<file path="config.mk">
export PLATFORM = sky130hd
export DESIGN_NAME = packet_scheduler
export DESIGN_NICKNAME = d
export VERILOG_FILES = /design/src/rtl/packet_scheduler.sv
export SDC_FILE = /design/constraint.sdc
export NUM_CORES = 2
export LEC_CHECK = 0
export CAP_MARGIN = 20
export CORE_MARGIN = 2
export CORE_UTILIZATION = 50
export DETAILED_ROUTE_END_ITERATION = 6
export DONT_BUFFER_PORTS = 1
export GPL_ROUTABILITY_DRIVEN = 0
export GPL_TIMING_DRIVEN = 0
export PLACE_DENSITY = 0.65
export REMOVE_ABC_BUFFERS = 1
export SLEW_MARGIN = 30
export SYNTH_ARGS = -nofsm -noshare
export SYNTH_HDL_FRONTEND = slang
export SYNTH_SLANG_ARGS = --single-unit
</file>
<file path="constraint.sdc">
create_clock -name clk_pixel -period 4.7 [get_ports clk_pixel]
set_input_delay 0.235 -clock clk_pixel [delete_from_list [all_inputs] [get_ports clk_pixel]]
set_output_delay 0.235 -clock clk_pixel [all_outputs]
set_load 0.01 [all_outputs]
</file>
<file path="src/rtl/packet_scheduler.sv">
// ---------------------------------------------------------------------------
// packet_scheduler
//
// Picks which programmable infoframe-style packet goes out in each packet
// opportunity. Each slot repeats once every (period+1) video fields; slots
// that have come due are kept pending and served round-robin on each
// packet_enable. When nothing is pending, a null packet (all zero) is sent.
//
// Optional feature macro: PACKET_SCHEDULER_MISSED_COUNT_EN
//   defined   -> per-slot saturating counters of sends lost because the slot
//                came due again while still pending.
//   undefined -> missed_count is tied to 0.
//
// Ports
//   clk_pixel        pixel clock, all logic on rising edge
//   reset_n          asynchronous active-low reset
//   video_field_end  one-cycle pulse at the end of each field
//   packet_enable    one-cycle pulse requesting the next selection
//   cfg_wr/addr/wdata  slot data write; addr = {slot[2:0], word[2:0]},
//                      word 0 = header[23:0], word w = sub[32(w-1)+:32]
//   ctrl_wr/slot/enable/period  slot control write
//   header, sub      selected packet contents (shadow registers)
//   packet_slot      selected slot index, 0 for null
//   packet_is_null   high when the null packet is selected
//   missed_count     per-slot missed-send counters, slot i at [8i+:8]
// ---------------------------------------------------------------------------
module packet_scheduler #(
    parameter int NUM_SLOTS = 4,
    parameter int PERIOD_W  = 4
) (
    input  logic                   clk_pixel,
    input  logic                   reset_n,
    input  logic                   video_field_end,
    input  logic                   packet_enable,
    input  logic                   cfg_wr,
    input  logic [5:0]             cfg_addr,
    input  logic [31:0]            cfg_wdata,
    input  logic                   ctrl_wr,
    input  logic [2:0]             ctrl_slot,
    input  logic                   ctrl_enable,
    input  logic [PERIOD_W-1:0]    ctrl_period,
    output logic [23:0]            header,
    output logic [223:0]           sub,
    output logic [2:0]             packet_slot,
    output logic                   packet_is_null,
    output logic [8*NUM_SLOTS-1:0] missed_count
);

    // Storage is sized for the 3-bit slot address space so every slot index
    // is in range; slots at or above NUM_SLOTS are never written and stay 0.
    localparam int         MAX_SLOTS = 8;
    localparam logic [3:0] NSLOTS    = 4'(NUM_SLOTS);

    logic [23:0]          hdr_mem [MAX_SLOTS];
    logic [223:0]         sub_mem [MAX_SLOTS];
    logic [PERIOD_W-1:0]  period  [MAX_SLOTS];
    logic [PERIOD_W-1:0]  cnt     [MAX_SLOTS];
    logic [MAX_SLOTS-1:0] slot_en;
    logic [MAX_SLOTS-1:0] pending;
    logic [2:0]           rr;

    logic [2:0] cfg_slot;
    logic [2:0] cfg_word;
    logic       cfg_hit;
    logic       ctrl_hit;

    logic [3:0] idx;
    logic       found;
    logic [2:0] sel;

    assign cfg_slot = cfg_addr[5:3];
    assign cfg_word = cfg_addr[2:0];
    assign cfg_hit  = cfg_wr  && ({1'b0, cfg_slot}  < NSLOTS);
    assign ctrl_hit = ctrl_wr && ({1'b0, ctrl_slot} < NSLOTS);

    // First pending slot at or after rr, wrapping modulo NUM_SLOTS.
    always_comb begin
        found = 1'b0;
        sel   = 3'd0;
        idx   = 4'd0;
        for (int k = 0; k < NUM_SLOTS; k++) begin
            idx = {1'b0, rr} + 4'(k);
            if (idx >= NSLOTS) idx = idx - NSLOTS;
            if (!found && pending[idx[2:0]]) begin
                found = 1'b1;
                sel   = idx[2:0];
            end
        end
    end

`ifdef PACKET_SCHEDULER_MISSED_COUNT_EN
    logic [7:0] missed [MAX_SLOTS];

    for (genvar g = 0; g < NUM_SLOTS; g++) begin : g_missed
        assign missed_count[8*g +: 8] = missed[g];
    end
`else
    assign missed_count = '0;
`endif

    always_ff @(posedge clk_pixel or negedge reset_n) begin
        if (!reset_n) begin
            for (int i = 0; i < MAX_SLOTS; i++) begin
                hdr_mem[i] <= '0;
                sub_mem[i] <= '0;
                period[i]  <= '0;
                cnt[i]     <= '0;
`ifdef PACKET_SCHEDULER_MISSED_COUNT_EN
                missed[i]  <= '0;
`endif
            end
            slot_en        <= '0;
            pending        <= '0;
            rr             <= 3'd0;
            header         <= '0;
            sub            <= '0;
            packet_slot    <= 3'd0;
            packet_is_null <= 1'b1;
        end else begin
            // A selection coinciding with a field end is forced to null so
            // the field-end pending update is never racing a pending clear.
            if (packet_enable) begin
                if (found && !video_field_end) begin
                    header         <= hdr_mem[sel];
                    sub            <= sub_mem[sel];
                    packet_slot    <= sel;
                    packet_is_null <= 1'b0;
                    pending[sel]   <= 1'b0;
                    rr <= ({1'b0, sel} + 4'd1 == NSLOTS) ? 3'd0 : sel + 3'd1;
                end else begin
                    header         <= '0;
                    sub            <= '0;
                    packet_slot    <= 3'd0;
                    packet_is_null <= 1'b1;
                end
            end

            if (video_field_end) begin
                for (int i = 0; i < MAX_SLOTS; i++) begin
                    if (slot_en[i]) begin
                        if (cnt[i] == '0) begin
                            pending[i] <= 1'b1;
                            cnt[i]     <= period[i];
`ifdef PACKET_SCHEDULER_MISSED_COUNT_EN
                            if (pending[i] && missed[i] != 8'hFF)
                                missed[i] <= missed[i] + 8'd1;
`endif
                        end else begin
                            cnt[i] <= cnt[i] - 1'b1;
                        end
                    end else begin
                        pending[i] <= 1'b0;
                        cnt[i]     <= '0;
                    end
                end
            end

            // Shadow outputs were loaded from the old contents above, so a
            // write landing with a selection of the same slot shows next time.
            if (cfg_hit) begin
                if (cfg_word == 3'd0) begin
                    hdr_mem[cfg_slot] <= cfg_wdata[23:0];
                end else begin
                    for (int w = 1; w < 8; w++) begin
                        if (cfg_word == 3'(w))
                            sub_mem[cfg_slot][32*(w-1) +: 32] <= cfg_wdata;
                    end
                end
            end

            // Clearing cnt makes the slot due at the very next field end.
            if (ctrl_hit) begin
                slot_en[ctrl_slot] <= ctrl_enable;
                period[ctrl_slot]  <= ctrl_period;
                cnt[ctrl_slot]     <= '0;
            end
        end
    end

endmodule
</file>
==> metrics.txt <==
fin crit period=4.600 ns; crit path DAT=5.39 ns; Crit Reg-Reg Endpoint=sub[223]$_DFFE_PN0P_; setup ws final=0.09961 ns; reg2reg path depth=17; worst reg2reg startpoint=rr[0]$_DFFE_PN0P_; GRT met3 Usage=5.142%; Final Total Pwr=62760 uW; fin nets=7036; final hold viol count=0; nature of the critical path endpoint=flop; DP Worst Slack=-1.144 ns; post-synth top area cell=dfrtp_1; Worst Path Buf+Inv=9; worst slew pin tran=0.9090 ns; crit start category=flop; Global Route Usage Sum=25.95%; Final Instance Area=106800 um2; clk_skew=0.04469 ns; Clock transition at path regs=0.06 ns; peak supply drop=606.1 uV; layout cells sized above 1=25.66%; post-synthesis sequential area ratio=60.80%; Worst Hold Depth=2; dpl cells=9101; most used routing layer=met2; antenna viol nets, final=0; WHS=0.01104 ns; status=complete, no violations; critical path class=reg -> reg; Max stage delay on crit path=0.61 ns; WP data required=5.49 ns; worst hold path type=in -> reg; R2R Setup Slk=0.1 ns; post-DP HPWL=149.3 mm; TritonCTS clock tree=built; Pins Over Slew Limit=0; Area Overhead vs Synth=11.87%; synth top area cells=dfrtp_1 (61%), mux2_2 (12%), clkbuf_1 (5.9%); starting DRC count in detailed routing=4301; met1 GRT Util=35.33%; vias per inst=5.977; Fillers=15110; area of the core=190000 um2; row cnt=160; CTS Buf Count=232; grt met2 use=41.69%; Unique masters post-synth=56; Skew-Pair Late Insertion Delay=0.89 ns; synthesized area=95450 um2; synth warn=0; post-synthesis cell count=8031; post-synthesis area per instance=11.89 um2; period utilization=97.88%; total wire length=253.4 mm; power density over the cells=587.7 nW/um2; io pins=336; Finished Layout Cells=9663; Main synth FF type=dfrtp_1; Pleak=0.05210 uW; DR pass1 iterations=6; vias in the first global route=59820; crit path max fanout=50; DR WL/cell=26.22 um; initial core utilization=50.24%; grt total ovfl=0; final setup fails=0; Clock Path Buffers=3; CP delay by family, top=buffers and inverters; IO buf count=0; EDFF count, synth=0; Hold Path Sink=sub_mem[1277]$_DFFE_PN0P_; H-tree depth=4; min-delay src=cfg_wdata[29]; total placed instance area=97060 um2; Slew headroom=39.40%; Die Height=440.9 um; most frequent CP cell=buf_16; global-route wire length before repair=383.1 mm; synthesized flop and latch total=2319; largest net degree at the start of global routing=223; drt drc=0; Async S/R FF share, synth=100.0%; Slowest cell on crit path=mux4_2; Die ar.=194400 um2; CTS sink cnt=2319; Root Buffer=clkbuf_16; Die X=440.9 um; achievable frequency=217.4 MHz; initial antenna violation count=6; max cap viols=0; CP cell instances=inv_1 -> ha_2 -> inv_1 -> mux4_2 -> buf_4 -> nor2b_2 -> a21oi_4 -> buf_16 -> buf_16 -> nand2_8 -> buf_12 -> buf_12 -> buf_16 -> bufbuf_16 -> a211oi_1 -> a31oi_1 -> a221o_1; post-synth top area share=60.77%; vias=57750
-- power by group --
group	internal (uW)	switching (uW)	total, uW
sequential	21400	1600	23000
combinational	6840	14000	20900
clock	10900	8010	18900
-- through the flow --
stage	TNS (ns)	util [%]
after floorplan	-	-
after global placement	-	48.44
after detailed placement	-149.48	51.09
after CTS	0	56.10
after global routing	-0.8727	56.21
final	0	56.21
-- worst register-to-register path, cell delays in order, from the launching register on --
cell       delay (ns)
dfrtp_4          0.51
inv_1            0.14
ha_2             0.34
inv_1            0.14
mux4_2           0.61
buf_4            0.18
nor2b_2          0.19
a21oi_4          0.07
buf_16           0.20
buf_16           0.20
nand2_8          0.28
buf_12           0.28
buf_12           0.26
buf_16           0.29
bufbuf_16        0.46
a211oi_1         0.12
a31oi_1          0.15
a221o_1          0.15
-- flip-flops by register name, summed over array words and instances (netlist names) --
signal and flops:
packet_is_null 1, packet_slot 3, cnt 32, period 32, rr 3, sub 224, sub_mem 1792, header 24
pending 8, slot_en 8, hdr_mem 192
-- cell usage in the layout, fill, tap and decap left out, drive strengths merged, types with 41 or more instances in the layout --
cell | Yosys | layout
mux2 | 1015 | 1015
o22ai | 64 | 64
a31oi | 204 | 204
clkinv | 0 | 51
clkbuf | 1490 | 343
mux2i | 109 | 109
a311oi | 249 | 249
a211o | 50 | 50
a221o | 198 | 198
nand2 | 956 | 957
dlygate4sd3 | 0 | 78
and3 | 448 | 448
nor2 | 43 | 43
a21oi | 42 | 42
inv | 37 | 41
dfrtp | 2318 | 2318
a211oi | 447 | 447
buf | 205 | 278
-- synth_stat cells (3+ instances only) --
| library cell | instances |
|---|---|
| buf_4 | 32 |
| nor4_1 | 5 |
| and3_1 | 448 |
| a31oi_1 | 204 |
| nor3_1 | 13 |
| mux2_2 | 1013 |
| o21ai_0 | 26 |
| buf_6 | 14 |
| o41ai_1 | 4 |
| nor3b_1 | 13 |
| nand3_1 | 9 |
| a22oi_1 | 6 |
| a311oi_1 | 249 |
| buf_2 | 79 |
| o31a_1 | 3 |
| or3b_2 | 3 |
| a221o_1 | 198 |
| nand4_1 | 5 |
| nor2_1 | 43 |
| o22ai_1 | 64 |
| a211o_1 | 50 |
| a41oi_1 | 3 |
| a2bb2oi_1 | 4 |
| and2_1 | 11 |
| mux4_2 | 3 |
| nor2b_1 | 6 |
| a21oi_1 | 42 |
| mux2i_1 | 109 |
| nand2_1 | 956 |
| a211oi_1 | 347 |
| dfrtp_1 | 2318 |
| buf_1 | 80 |
| a211oi_2 | 100 |
| ha_1 | 18 |
| inv_1 | 36 |
| clkbuf_1 | 1490 |
-- cell type report --
class,count,area (um2),share of cell area [%]
Multi-Input combinational cell,4015,31160,29.18
Sequential cell,2319,58040,54.35
Clock buffer,341,6809,6.376
Tap cell,2511,3142,2.942
Antenna cell,2,5.005,0.004687
Timing Repair Buffer,361,6449,6.039
Clock inverter,77,1044,0.9772
Inverter,37,146.4,0.1371
-- repair_timing --
item,CTS,global route
hold buffers,111,2
endpoints found under the setup margin,253,93
gates cloned,7,2
resized for setup,13,12
pin swaps,7,4
setup buffers,12,9
endpoints found under the hold margin,1558,29
-- per-layer routing --
metal  routed length, um  up-vias
met4                8800        2
met2              120100     1495
met1              110500    30320
met3               13980      425
met5                  13        -
li1                    -    25510
-- worst max path at each step --
stage                                  from              endpoint  slack (ns)  depth (start not counted)
after global routing      rr[0]$_DFFE_PN0P_  sub[155]$_DFFE_PN0P_       -0.08                         17
after detailed placement  rr[0]$_DFFE_PN0P_  sub[208]$_DFFE_PN0P_       -1.14                         18
final                     rr[0]$_DFFE_PN0P_  sub[223]$_DFFE_PN0P_         0.1                         17
after global placement    rr[0]$_DFFE_PN0P_  pending[7]$_DFF_PN0_     -159.00                         10
after floorplan           rr[0]$_DFFE_PN0P_  pending[7]$_DFF_PN0_      -42.08                         10
after CTS                 rr[1]$_DFFE_PN0P_  sub[208]$_DFFE_PN0P_        0.10                         15
-- cells by family after synthesis --
family / count (synthesis) / synth area share (%)
multiplexers: 1127 / 13.19
AND/OR/NAND/NOR: 1521 / 7.351
adder cells (fa/ha/maj): 18 / 0.2359
flip-flops: 2319 / 60.80
other: 1 / 0.003929
XOR/XNOR: 1 / 0.009177
AO/OA/AOI/OAI: 1312 / 11.26
buffers and inverters: 1732 / 7.150
(Power assumes the default switching activity.)
